===== src/rtl/sp_ram_arb_pkg.sv =====
// ---------------------------------------------------------------------------
// sp_ram_arb_pkg
// Shared definitions for the single-port RAM arbiter:
//   - default parameter values for the arbiter and its bus interface
//   - mst_req_t: per-master request payload (addr, we, be, wdata)
//   - rr_pick(): round-robin winner selection, returns a one-hot grant
// ---------------------------------------------------------------------------
package sp_ram_arb_pkg;

    localparam int unsigned MAX_MASTERS        = 8;
    localparam int unsigned MAX_IDX_W          = 3;

    localparam int unsigned NUM_MASTERS_DEF    = 3;
    localparam int unsigned ADDR_WIDTH_DEF     = 32;
    localparam int unsigned RAM_ADDR_WIDTH_DEF = 20;
    localparam int unsigned DATA_WIDTH_DEF     = 32;
    localparam int unsigned BE_WIDTH_DEF       = DATA_WIDTH_DEF / 8;

    localparam logic [ADDR_WIDTH_DEF-1:0] BASE_ADDR_DEF = 32'h0010_0000;
    localparam logic [ADDR_WIDTH_DEF-1:0] RAM_BYTES_DEF = 32'h0001_0000;

    // One master's request as seen on the shared bus (default widths).
    typedef struct packed {
        logic [ADDR_WIDTH_DEF-1:0] addr;
        logic                      we;
        logic [BE_WIDTH_DEF-1:0]   be;
        logic [DATA_WIDTH_DEF-1:0] wdata;
    } mst_req_t;

    // First requester at or after last+1 (modulo n) wins; all-zero if idle.
    function automatic logic [MAX_MASTERS-1:0] rr_pick(
        input logic [MAX_MASTERS-1:0] req,
        input logic [MAX_IDX_W-1:0]   last,
        input int unsigned            n
    );
        logic [MAX_MASTERS-1:0] gnt;
        logic                   found;
        int unsigned            idx;
        gnt   = '0;
        found = 1'b0;
        for (int unsigned off = 1; off <= MAX_MASTERS; off++) begin
            if (off <= n) begin
                idx = (32'(last) + off) % n;
                if (!found && req[idx[MAX_IDX_W-1:0]]) begin
                    gnt[idx[MAX_IDX_W-1:0]] = 1'b1;
                    found                   = 1'b1;
                end
            end
        end
        return gnt;
    endfunction

endpackage : sp_ram_arb_pkg


===== src/rtl/sp_ram_arbiter_if.sv =====
// ---------------------------------------------------------------------------
// sp_ram_arbiter_if
// Master-side bus of the shared scratchpad: per-master request vectors and
// the shared response path.
//   req_i/addr_i/we_i/be_i/wdata_i : per-master request (master -> arbiter)
//   gnt_o                          : one-hot grant, same cycle as req_i
//   rvalid_o/err_o                 : one-hot response, one cycle after grant
//   rdata_o                        : shared read data qualified by rvalid_o
// Modports: master (requester side), slave (arbiter side).
// ---------------------------------------------------------------------------
interface sp_ram_arbiter_if #(
    parameter int unsigned NUM_MASTERS = sp_ram_arb_pkg::NUM_MASTERS_DEF,
    parameter int unsigned ADDR_WIDTH  = sp_ram_arb_pkg::ADDR_WIDTH_DEF,
    parameter int unsigned DATA_WIDTH  = sp_ram_arb_pkg::DATA_WIDTH_DEF
);
    localparam int unsigned BE_WIDTH = DATA_WIDTH / 8;

    logic [NUM_MASTERS-1:0]                 req_i;
    logic [NUM_MASTERS-1:0][ADDR_WIDTH-1:0] addr_i;
    logic [NUM_MASTERS-1:0]                 we_i;
    logic [NUM_MASTERS-1:0][BE_WIDTH-1:0]   be_i;
    logic [NUM_MASTERS-1:0][DATA_WIDTH-1:0] wdata_i;
    logic [NUM_MASTERS-1:0]                 gnt_o;
    logic [NUM_MASTERS-1:0]                 rvalid_o;
    logic [DATA_WIDTH-1:0]                  rdata_o;
    logic [NUM_MASTERS-1:0]                 err_o;

    modport master (
        output req_i, addr_i, we_i, be_i, wdata_i,
        input  gnt_o, rvalid_o, rdata_o, err_o
    );

    modport slave (
        input  req_i, addr_i, we_i, be_i, wdata_i,
        output gnt_o, rvalid_o, rdata_o, err_o
    );

endinterface : sp_ram_arbiter_if


===== src/rtl/sp_ram_arbiter_rr_arbiter.sv =====
// ---------------------------------------------------------------------------
// rr_arbiter
// Round-robin arbiter with a registered last-winner pointer. Reusable for any
// shared single-port resource.
//   clk, rst_n : clock, async active-low reset
//   req        : request vector
//   gnt_c      : one-hot grant, combinational from req
//   idx_c      : binary index of the winner (0 when nothing is granted)
// The pointer resets to NUM_MASTERS-1 so master 0 has first priority, and it
// only moves on cycles that actually grant.
// ---------------------------------------------------------------------------
module rr_arbiter
    import sp_ram_arb_pkg::*;
#(
    parameter int unsigned NUM_MASTERS = NUM_MASTERS_DEF
) (
    input  logic                           clk,
    input  logic                           rst_n,
    input  logic [NUM_MASTERS-1:0]         req,
    output logic [NUM_MASTERS-1:0]         gnt_c,
    output logic [$clog2(NUM_MASTERS)-1:0] idx_c
);
    localparam int unsigned IDX_W = $clog2(NUM_MASTERS);

    logic [IDX_W-1:0]       last_q;
    logic [MAX_MASTERS-1:0] pick;
    logic                   unused_pick;

    // Winner selection and one-hot to index conversion.
    always_comb begin
        gnt_c = '0;
        idx_c = '0;
        pick  = rr_pick(MAX_MASTERS'(req), MAX_IDX_W'(last_q), NUM_MASTERS);
        for (int i = 0; i < int'(NUM_MASTERS); i++) begin
            if (pick[i]) begin
                gnt_c[i] = 1'b1;
                idx_c    = IDX_W'(i);
            end
        end
    end

    // Bits above NUM_MASTERS are never set by rr_pick.
    assign unused_pick = ^pick;

    // Pointer to the last granted master; holds on idle cycles.
    always_ff @(posedge clk or negedge rst_n) begin
        if (!rst_n) begin
            last_q <= IDX_W'(NUM_MASTERS - 1);
        end else if (|gnt_c) begin
            last_q <= idx_c;
        end
    end

endmodule : rr_arbiter


===== src/rtl/sp_ram_arbiter.sv =====
// ---------------------------------------------------------------------------
// sp_ram_arbiter
// Shares one single-port data RAM between NUM_MASTERS requesters with a
// req/gnt/rvalid handshake, one access per cycle, round-robin fairness.
// Ports:
//   clk, rst_n     : clock, async active-low reset
//   bus (slave)    : master-side request/grant/response bus
//   ram_en_o       : RAM enable (any grant that reaches the RAM)
//   ram_we_o       : RAM write enable
//   ram_be_o       : RAM byte enables (zero when idle)
//   ram_addr_o     : low RAM_ADDR_WIDTH bits of the winner's byte address
//   ram_wdata_o    : winner's write data
//   ram_rdata_i    : RAM read data, valid the cycle after ram_en_o
// Response: rvalid_o is the grant vector delayed one cycle, rdata_o is the
// RAM output passed straight through during that cycle.
// Optional build macro SP_RAM_ARB_RANGE_CHECK_EN: requests outside
// [BASE_ADDR, BASE_ADDR+RAM_BYTES) are granted but kept off the RAM and
// answered with err_o; without it err_o is tied low.
// ---------------------------------------------------------------------------
module sp_ram_arbiter
    import sp_ram_arb_pkg::*;
#(
    parameter int unsigned           NUM_MASTERS    = NUM_MASTERS_DEF,
    parameter int unsigned           ADDR_WIDTH     = ADDR_WIDTH_DEF,
    parameter int unsigned           RAM_ADDR_WIDTH = RAM_ADDR_WIDTH_DEF,
    parameter int unsigned           DATA_WIDTH     = DATA_WIDTH_DEF,
    parameter logic [ADDR_WIDTH-1:0] BASE_ADDR      = BASE_ADDR_DEF,
    parameter logic [ADDR_WIDTH-1:0] RAM_BYTES      = RAM_BYTES_DEF
) (
    input  logic                      clk,
    input  logic                      rst_n,
    sp_ram_arbiter_if.slave           bus,
    output logic                      ram_en_o,
    output logic                      ram_we_o,
    output logic [DATA_WIDTH/8-1:0]   ram_be_o,
    output logic [RAM_ADDR_WIDTH-1:0] ram_addr_o,
    output logic [DATA_WIDTH-1:0]     ram_wdata_o,
    input  logic [DATA_WIDTH-1:0]     ram_rdata_i
);
    localparam int unsigned BE_WIDTH = DATA_WIDTH / 8;
    localparam int unsigned IDX_W    = $clog2(NUM_MASTERS);

    logic [NUM_MASTERS-1:0] gnt;
    logic [IDX_W-1:0]       win_idx;
    logic                   gnt_any;
    logic [ADDR_WIDTH-1:0]  win_addr;
    logic                   win_we;
    logic [BE_WIDTH-1:0]    win_be;
    logic [DATA_WIDTH-1:0]  win_wdata;
    logic                   in_range;
    logic                   acc_ok;
    logic [NUM_MASTERS-1:0] rvalid_q;

    rr_arbiter #(
        .NUM_MASTERS (NUM_MASTERS)
    ) u_rr_arbiter (
        .clk   (clk),
        .rst_n (rst_n),
        .req   (bus.req_i),
        .gnt_c (gnt),
        .idx_c (win_idx)
    );

    assign bus.gnt_o = gnt;
    assign gnt_any   = |gnt;

    // Winner mux; with no grant win_idx is 0, so master 0's fields show.
    always_comb begin
        win_addr  = bus.addr_i[win_idx];
        win_we    = bus.we_i[win_idx];
        win_be    = bus.be_i[win_idx];
        win_wdata = bus.wdata_i[win_idx];
    end

    // Window decode, one extra bit so BASE_ADDR+RAM_BYTES cannot wrap.
    assign in_range = ({1'b0, win_addr} >= {1'b0, BASE_ADDR}) &&
                      ({1'b0, win_addr} <  ({1'b0, BASE_ADDR} + {1'b0, RAM_BYTES}));

`ifdef SP_RAM_ARB_RANGE_CHECK_EN
    assign acc_ok = in_range;
`else
    logic unused_range;
    assign acc_ok       = 1'b1;
    assign unused_range = in_range;
`endif

    // RAM pin drive.
    always_comb begin
        ram_en_o    = gnt_any & acc_ok;
        ram_we_o    = gnt_any & acc_ok & win_we;
        ram_be_o    = gnt_any ? win_be : '0;
        ram_addr_o  = win_addr[RAM_ADDR_WIDTH-1:0];
        ram_wdata_o = win_wdata;
    end

    // Response valid: grant vector delayed by the RAM's read latency.
    always_ff @(posedge clk or negedge rst_n) begin
        if (!rst_n) begin
            rvalid_q <= '0;
        end else begin
            rvalid_q <= gnt;
        end
    end

    assign bus.rvalid_o = rvalid_q;
    assign bus.rdata_o  = ram_rdata_i;

`ifdef SP_RAM_ARB_RANGE_CHECK_EN
    logic [NUM_MASTERS-1:0] err_q;

    // Error flag travels with the response of a request that missed the window.
    always_ff @(posedge clk or negedge rst_n) begin
        if (!rst_n) begin
            err_q <= '0;
        end else begin
            err_q <= gnt & {NUM_MASTERS{~acc_ok}};
        end
    end

    assign bus.err_o = err_q;
`else
    assign bus.err_o = '0;
`endif

endmodule : sp_ram_arbiter


===== src/flat_wrapper.sv =====
// flat-port wrapper written by rule: the top's interface ports become plain ports
module sp_ram_arbiter_flat import sp_ram_arb_pkg::*;
#(
    parameter int unsigned           NUM_MASTERS    = NUM_MASTERS_DEF,
    parameter int unsigned           ADDR_WIDTH     = ADDR_WIDTH_DEF,
    parameter int unsigned           RAM_ADDR_WIDTH = RAM_ADDR_WIDTH_DEF,
    parameter int unsigned           DATA_WIDTH     = DATA_WIDTH_DEF,
    parameter logic [ADDR_WIDTH-1:0] BASE_ADDR      = BASE_ADDR_DEF,
    parameter logic [ADDR_WIDTH-1:0] RAM_BYTES      = RAM_BYTES_DEF
)
  (clk, rst_n, ram_en_o, ram_we_o, ram_be_o, ram_addr_o, ram_wdata_o, ram_rdata_i, bus_req_i, bus_addr_i, bus_we_i, bus_be_i, bus_wdata_i, bus_gnt_o, bus_rvalid_o, bus_rdata_o, bus_err_o);
  sp_ram_arbiter_if #(.NUM_MASTERS(NUM_MASTERS), .ADDR_WIDTH(ADDR_WIDTH), .DATA_WIDTH(DATA_WIDTH)) bus_i ();
  input  logic clk;
  input  logic rst_n;
  output logic ram_en_o;
  output logic ram_we_o;
  output logic [DATA_WIDTH/8-1:0] ram_be_o;
  output logic [RAM_ADDR_WIDTH-1:0] ram_addr_o;
  output logic [DATA_WIDTH-1:0] ram_wdata_o;
  input  logic [DATA_WIDTH-1:0] ram_rdata_i;
  input wire logic [$bits(bus_i.req_i)-1:0] bus_req_i;
  input wire logic [$bits(bus_i.addr_i)-1:0] bus_addr_i;
  input wire logic [$bits(bus_i.we_i)-1:0] bus_we_i;
  input wire logic [$bits(bus_i.be_i)-1:0] bus_be_i;
  input wire logic [$bits(bus_i.wdata_i)-1:0] bus_wdata_i;
  output wire logic [$bits(bus_i.gnt_o)-1:0] bus_gnt_o;
  output wire logic [$bits(bus_i.rvalid_o)-1:0] bus_rvalid_o;
  output wire logic [$bits(bus_i.rdata_o)-1:0] bus_rdata_o;
  output wire logic [$bits(bus_i.err_o)-1:0] bus_err_o;
  assign bus_i.req_i = bus_req_i;
  assign bus_i.addr_i = bus_addr_i;
  assign bus_i.we_i = bus_we_i;
  assign bus_i.be_i = bus_be_i;
  assign bus_i.wdata_i = bus_wdata_i;
  assign bus_gnt_o = bus_i.gnt_o;
  assign bus_rvalid_o = bus_i.rvalid_o;
  assign bus_rdata_o = bus_i.rdata_o;
  assign bus_err_o = bus_i.err_o;
  sp_ram_arbiter #(.NUM_MASTERS(NUM_MASTERS), .ADDR_WIDTH(ADDR_WIDTH), .RAM_ADDR_WIDTH(RAM_ADDR_WIDTH), .DATA_WIDTH(DATA_WIDTH), .BASE_ADDR(BASE_ADDR), .RAM_BYTES(RAM_BYTES)) u_core (.clk(clk), .rst_n(rst_n), .bus(bus_i), .ram_en_o(ram_en_o), .ram_we_o(ram_we_o), .ram_be_o(ram_be_o), .ram_addr_o(ram_addr_o), .ram_wdata_o(ram_wdata_o), .ram_rdata_i(ram_rdata_i));
endmodule

===== config.mk =====
export PLATFORM = sky130hd
export DESIGN_NAME = sp_ram_arbiter_flat
export DESIGN_NICKNAME = d
export VERILOG_FILES = /design/src/rtl/sp_ram_arb_pkg.sv /design/src/rtl/sp_ram_arbiter_if.sv /design/src/rtl/sp_ram_arbiter_rr_arbiter.sv /design/src/rtl/sp_ram_arbiter.sv /design/src/flat_wrapper.sv
export SDC_FILE = /design/constraint.sdc
export NUM_CORES = 1
export LEC_CHECK = 0
export CORE_AREA = 2 2 134 136
export CTS_BUF_LIST = sky130_fd_sc_hd__clkbuf_4 sky130_fd_sc_hd__clkbuf_8
export CTS_CLUSTER_SIZE = 10
export DETAILED_ROUTE_END_ITERATION = 8
export DIE_AREA = 0 0 136 138
export PLACE_DENSITY = 0.6
export SYNTH_ARGS = -nofsm -noshare
export SYNTH_HDL_FRONTEND = slang
export SYNTH_SLANG_ARGS = --single-unit

===== constraint.sdc =====
create_clock -name clk -period 4.6 [get_ports clk]
set_clock_uncertainty 0.1 [all_clocks]
set_input_delay 0.92 -clock clk [delete_from_list [all_inputs] [get_ports clk]]
set_output_delay 0.92 -clock clk [all_outputs]
set_load 0.01 [all_outputs]

-- Yosys cells after proc, flatten, opt, wreduce, memory -nomap -nowiden
Index checks and enable logic that the tools add are counted.
- reductions and logical operators: 8
- $mul: 0
- divide/modulo/power cells: 3
- bitwise logic cells: 3
- $add $sub $neg: 3
- order comparisons: 7
- shift-type cells: 0
- muxes and demuxes: 31
- eq/ne operators: 0
- operators by type and width (cell ; count):
    binary-select mux 32 bit (select 2 bit) ; 2
    modulo 32 x 2 -> 32 bit, second input constant ; 3
    2-to-1 mux 32 bit ; 1
    2-to-1 mux 20 bit ; 1
    2-to-1 mux 1 bit ; 13
    less-than comparator 3 x 4 -> 1 bit, second input constant ; 3
    binary-select mux 1 bit (select 3 bit) ; 3
    demux 1 bit (select 3 bit) ; 3
    greater-or-equal comparator 3 x 1 -> 1 bit, second input constant ; 3
    2-to-1 mux 3 bit ; 3
    binary-select mux 4 bit (select 2 bit) ; 1
    2-to-1 mux 4 bit ; 2
    adder 2 x 2 -> 3 bit, second input constant ; 2
    OR 3 bit ; 2
    logical AND 1 bit ; 5
    adder 2 x 1 -> 3 bit, second input constant ; 1
    less-than comparator 2 x 3 -> 1 bit, second input constant ; 1
    OR reduction 3 bit ; 1
    binary-select mux 1 bit (select 2 bit) ; 1
    zero test 1 bit ; 2
    2-to-1 mux 2 bit ; 1
    AND 1 bit ; 1
- memories: 0
- bits in latches: 0
- register bits: 5
- output and inout port bits: 99
- ROM bits: 0
- input bits: 244
- RAM bits: 0

-- Depth between registers and ports, before layout
- depth after elaboration: 16
- gate-level depth with buffers: 13

-- By module
Synthesis repeated with hierarchy kept, for this count alone.
- cells, all modules: 289
- area total of the unflattened synthesis: 2055.7 sq um
- by module, submodules not included (module ; area each (sq um) ; instances ; seq. area each (sq um) ; cells each):
    sp_ram_arbiter ; 1629.1 ; 1 ; 75.1 ; 238
    rr_arbiter ; 426.7 ; 1 ; 51.3 ; 51

-- Worst setup path after synthesis
Ideal clock, no wire load.
- path type: reg2out
- from: reg u_core.u_rr_arbiter.last_q[1]
- to: out ram_be_o[1]
- path buffers: 4
- setup slack: 0.930 ns
- cell stages (with the launch flop): 13
- data required time: 3.580 ns
- data arrival time: 2.650 ns
- cells stage by stage: dfstp_2 -> inv_1 -> ha_1 -> buf_2 -> or3b_1 -> o21ai_2 -> and2_1 -> buf_4 -> a22o_1 -> buf_2 -> inv_2 -> buf_2 -> o31ai_1
- RTL lines (what ; line ; text):
    start: declaration ; sp_ram_arbiter_rr_arbiter.sv:25 ; logic [IDX_W-1:0] last_q;
    start signal: assignment ; sp_ram_arbiter_rr_arbiter.sv:48 ; last_q <= IDX_W'(NUM_MASTERS - 1);
    start signal: assignment ; sp_ram_arbiter_rr_arbiter.sv:50 ; last_q <= idx_c;
    adder 2 x 1 -> 3 bit ; sp_ram_arb_pkg.sv:43 ; idx = (32'(last) + off) % n;
    modulo 32 x 2 -> 32 bit ; sp_ram_arb_pkg.sv:43 ;
    less-than comparator 3 x 4 -> 1 bit (implied by the code) (tied with other cells) ; sp_ram_arb_pkg.sv:45 ; gnt[idx[MAX_IDX_W-1:0]] = 1'b1;
    logical AND 1 bit (implied by the code) / 2-to-1 mux 1 bit (equally long branches) ; sp_ram_arb_pkg.sv:45, sp_ram_arb_pkg.sv:44 ;
    2-to-1 mux 1 bit, on equally long branches ; sp_ram_arb_pkg.sv:45, sp_ram_arb_pkg.sv:44 ;
    demux 1 bit (select 3 bit) / zero test 1 bit (equally long branches) ; sp_ram_arb_pkg.sv:45, sp_ram_arb_pkg.sv:44 ;
    2-to-1 mux 3 bit / logical AND 1 bit (equally long branches) ; sp_ram_arb_pkg.sv:44 ; if (!found && req[idx[MAX_IDX_W-1:0]]) begin
    OR 3 bit (no line) / 2-to-1 mux 1 bit (equally long branches) ; -- ;
    2-to-1 mux 3 bit / zero test 1 bit (equally long branches) ; sp_ram_arb_pkg.sv:44 ;
    OR 3 bit (no line) / logical AND 1 bit (equally long branches) ; -- ;
    2-to-1 mux 3 bit * ; sp_ram_arb_pkg.sv:44 ;
    2-to-1 mux 2 bit * ; sp_ram_arbiter_rr_arbiter.sv:35 ; if (pick[i]) begin
    net u_core.u_rr_arbiter.idx_c[1] ; sp_ram_arbiter_rr_arbiter.sv:21 ; output logic [$clog2(NUM_MASTERS)-1:0] idx_c
    binary-select mux 4 bit (select 2 bit) * ; sp_ram_arbiter.sv:71 ; win_be = bus.be_i[win_idx];
    2-to-1 mux 4 bit (implied by the code) * ; sp_ram_arbiter.sv:71 ;
    2-to-1 mux 4 bit * ; sp_ram_arbiter.sv:91 ; ram_be_o = gnt_any ? win_be : '0;
    end: declaration ; flat_wrapper.sv:17 ; output logic [DATA_WIDTH/8-1:0] ram_be_o;
The timed path passes the listed nets; every way through them passes the cells marked *. The select of a mux whose other input is x is not followed.

-- Final worst setup path
- from: in bus_req_i[1]
- to: out ram_wdata_o[8]
- longest elaborated chain between the ends: 13
- RTL lines (what ; line ; text):
    start: declaration ; flat_wrapper.sv:21 ; input wire logic [$bits(bus_i.req_i)-1:0] bus_req_i;
    binary-select mux 1 bit (select 3 bit) ; sp_ram_arb_pkg.sv:44 ;
    2-to-1 mux 1 bit (implied by the code) ; sp_ram_arb_pkg.sv:44 ;
    2-to-1 mux 1 bit ; sp_ram_arb_pkg.sv:44 ;
    zero test 1 bit ; sp_ram_arb_pkg.sv:44 ;
    logical AND 1 bit ; sp_ram_arb_pkg.sv:44 ;
    2-to-1 mux 1 bit ; sp_ram_arb_pkg.sv:44 ;
    zero test 1 bit ; sp_ram_arb_pkg.sv:44 ;
    logical AND 1 bit ; sp_ram_arb_pkg.sv:44 ;
    2-to-1 mux 3 bit * ; sp_ram_arb_pkg.sv:44 ;
    2-to-1 mux 1 bit ; sp_ram_arbiter_rr_arbiter.sv:35 ;
    2-to-1 mux 2 bit * ; sp_ram_arbiter_rr_arbiter.sv:35 ;
    binary-select mux 32 bit (select 2 bit) * ; sp_ram_arbiter.sv:72 ; win_wdata = bus.wdata_i[win_idx];
    2-to-1 mux 32 bit (implied by the code) * ; sp_ram_arbiter.sv:72 ;
    end: declaration ; flat_wrapper.sv:19 ; output logic [DATA_WIDTH-1:0] ram_wdata_o;
Mark *: on every way between the ends. The rest lies on a longest branch, timed or not. The select of a mux whose other input is x is not followed.

==> results.md <==
- Area of the multi-input gates: between 1000 and 1500 sq um
- DR pass1 iterations: 4
- First-pass GRT wire length: 13300 um
- Layout area overhead: 133%
- Die H: approximately 140 um
- Top FF cell, synth: dfrtp_1
- RePlAce Congestion: 0.742
- PwrDens: between 1000 and 1500 nW/um^2
- Hold Path End: u_core.u_rr_arbiter.last_q[1]
- Mapped Area: roughly 2000 sq um
- Layout cell share with drive strength beyond 1: approximately 9.1%
- Hold Vio Cnt, Final: 0
- Peak supply drop: about 0.58 mV
- Hold depth: 1
- Port Buffers: around 240
- Clock Tree Root: clkbuf_8
- Hold-fix buffers, CTS: 0
- Setup WS pre-CTS: -0.0413 ns
- EDFF count, synth: 0
- RSZ-0062 raised after global routing: no
- Maxcap violations: 0
- Vias per cell: approximately 3.8
- GRT overflow: 0
- Combinational group share of total power: around 97%
- Cell variety after synth: 35
- Worst r2r dst: u_core.u_rr_arbiter.last_q[1]
- Async set or reset register ratio after synthesis: 100%
- Largest net degree at the start of global routing: 38
- Crit Path Max Fanout: 15
- Post-synthesis sequential area ratio: ~6.3%
- Startpoint types: input pin
- Worst-skew pair later-pin latency: around 0.22 ns
- Cell area after layout: about 4700 sq um
- Fill cells: about 1900
- ANT cells: 0
- Most frequent cell after synthesis: mux2i_1
- Net switching power: about 2.4 mW
- Initial antenna violation count: 0
- Synth top area share: 29.9%
- Setup TNS: 0 ns
- Final Net Count: roughly 760
- Drt initial violations: 39
- Horiz. Die Dim: between 100 and 150 um
- Flop pwr share: approximately 1.7%
- Crit path arrival time: approximately 3.4 ns
- Die area: 18800 sq um
- Outcome: finished clean
- Sw frac: between 40 and 50%
- Post-Syn Instances: approximately 290
- Hold_ws: roughly 0.46 ns
- Cell Int Power: between 3 and 4 mW
- Core outline area: 17500 sq um
- DRT Wirelength: approximately 9000 um
- Reg2Reg Depth: 11
- Critical setup path kind: input pin to output pin
- R2R Path Start: u_core.u_rr_arbiter.last_q[1]
- Num CTS Buffers: 3
- Slew Limit Fails: 0
- Clock slew at reported path FFs: approximately 0.030 ns
- CTS Buffer Depth: 2
- Power share of the clock group: between 1.5 and 2%
- Final worst slack: between 0.15 and 0.2 ns
- Core Rows: slightly below 50
- Synth top cells by count: mux2i_1 (60), nor2_1 (55), a21oi_1 (54)
- CTS tree: built
- Dominant cell type by area after synthesis: mux2i_1
- CP Launch Point: bus_req_i[1]
- FF-to-FF setup slack: between 1.5 and 2 ns
- Synth top area cells: mux2i_1 (30%), buf_4 (15%), a21oi_1 (13%), nor2_1 (10%), dfrtp_1 (5.0%)
- Register area: between 100 and 150 sq um
- Tmin final: roughly 4.4 ns
- Hold crit path type: flop to flop
- Routed length per instance: 12.3 um
- H-tree depth: 1
- Max Freq: approximately 230 MHz
- GRT Total Usage: approximately 8.7%
- Fin crit share: slightly below 100%
- Vias post-DR: roughly 2800
- Hold path start: u_core.u_rr_arbiter.last_q[1]
- Final setup fails: 0
- Number of global-route vias before repair: 2687
- DRC: 0
- CP required: between 3 and 4 ns
- FF+latch count, synth: 5
- Detailed-placement wirelength estimate: roughly 7700 um
- Initial Utilization: 11.5%
- CP Capture Type: output pin
- I/O pins: 343
- Fin util: around a quarter
- Warnings from Yosys: 0
- Syn avg cell area: 6.95 sq um
- Dpl cell area: about 4600 sq um
- LEAKAGE: 2.07 nW
- DRT antenna net count: 0
- TritonCTS Sinks: 5
==> registers in the layout, summed over array words and instances (netlist names) <==
signal,count
u_core.bus.rvalid_o,3
u_core.u_rr_arbiter.last_q,2
==> critical path, stage by stage <==
cell             delay (ns)
clkdlybuf4s50_1        0.43
buf_4                  0.16
mux2i_1                0.13
nand2_1                0.12
a211oi_2               0.30
o31ai_4                0.11
buf_12                 0.17
buf_4                  0.15
mux2i_1                0.11
a21oi_1                0.22
clkdlybuf4s50_1        0.58
==> worst max-delay path by stage <==
stage | end | slack [ns]
5_1_grt | ram_addr_o[2] | 0.02
3_3_place_gp | ram_be_o[1] | -0.008
2_1_floorplan | ram_be_o[1] | 0.93
4_1_cts | ram_wdata_o[8] | 0.02
6_report | ram_wdata_o[8] | 0.17
3_5_place_dp | ram_be_o[1] | -0.04
==> cell families (layout without fill, tap and decap cells) <==
| family | Yosys count | after routing | share of synthesized area (%) |
|---|---|---|---|
| AND/OR/NAND/NOR | 77 | 77 | 15.9 |
| AO/OA/AOI/OAI | 73 | 73 | 21.1 |
| buffers and inverters | 64 | 281 | 21.2 |
| multiplexers | 60 | 60 | 29.9 |
| adder cells (fa/ha/maj) | 8 | 8 | 4.98 |
| flip-flops | 5 | 5 | 6.29 |
| other | 1 | 3 | 0.187 |
| XOR/XNOR | 1 | 1 | 0.436 |
==> timing repair <==
item | CTS | global route
setup endpoints to repair | 6 | 19
setup buffers | 0 | 2
endpoints found under the hold margin | 0 | 0
cloned | 0 | 0
pin swaps | 0 | 1
gates resized for setup | 1 | 9
==> layout make-up <==
type | count | share of cell area, %
clock buffers | 4 | 1.04
inverters | 7 | 0.561
multi-input cells | 222 | 31.7
flip-flops and latches | 5 | 2.70
well taps | 229 | 6.12
repair buffers | 270 | 57.9
==> layout by cell type, fill, tap and decap left out, types with 2 or more instances in the layout <==
cell             instances
a21oi_1                 54
a22oi_1                  2
buf_12                   6
buf_4                   26
clkbuf_8                 3
clkdlybuf4s50_1        233
conb_1                   3
dfrtp_1                  4
dlymetal6s2s_1           5
ha_1                     8
inv_1                    4
inv_2                    3
mux2i_1                 59
nand2_1                 10
nand3_1                  5
nor2_1                  55
o211ai_1                 2
o31ai_1                  5
==> power by group through the flow <==
stage	combinational, mW	sequential [mW]	clock [mW]
finish	5.27	0.0914	0.0856
global route	5.73	0.0960	0.0899
CTS	5.34	0.0924	0.0891
detailed placement	5.31	0.0929	0
global placement	5.30	0.0919	0
floorplan	2.60	0.0939	0
==> metal layers <==
layer | wire length, um | GRT usage, %
met4 | 68 | 1.04
met1 | 3580 | 10.1
met2 | 4290 | 16.1
met3 | 1120 | 2.49
met5 | 0 | 0
==> stage by stage <==
step                cells  power, mW
floorplan             291       2.69
global placement      731       5.40
detailed placement    731       5.40
CTS                   735       5.52
global route          737       5.92
finish                737       5.45
Power figures use the tool's default switching activity.
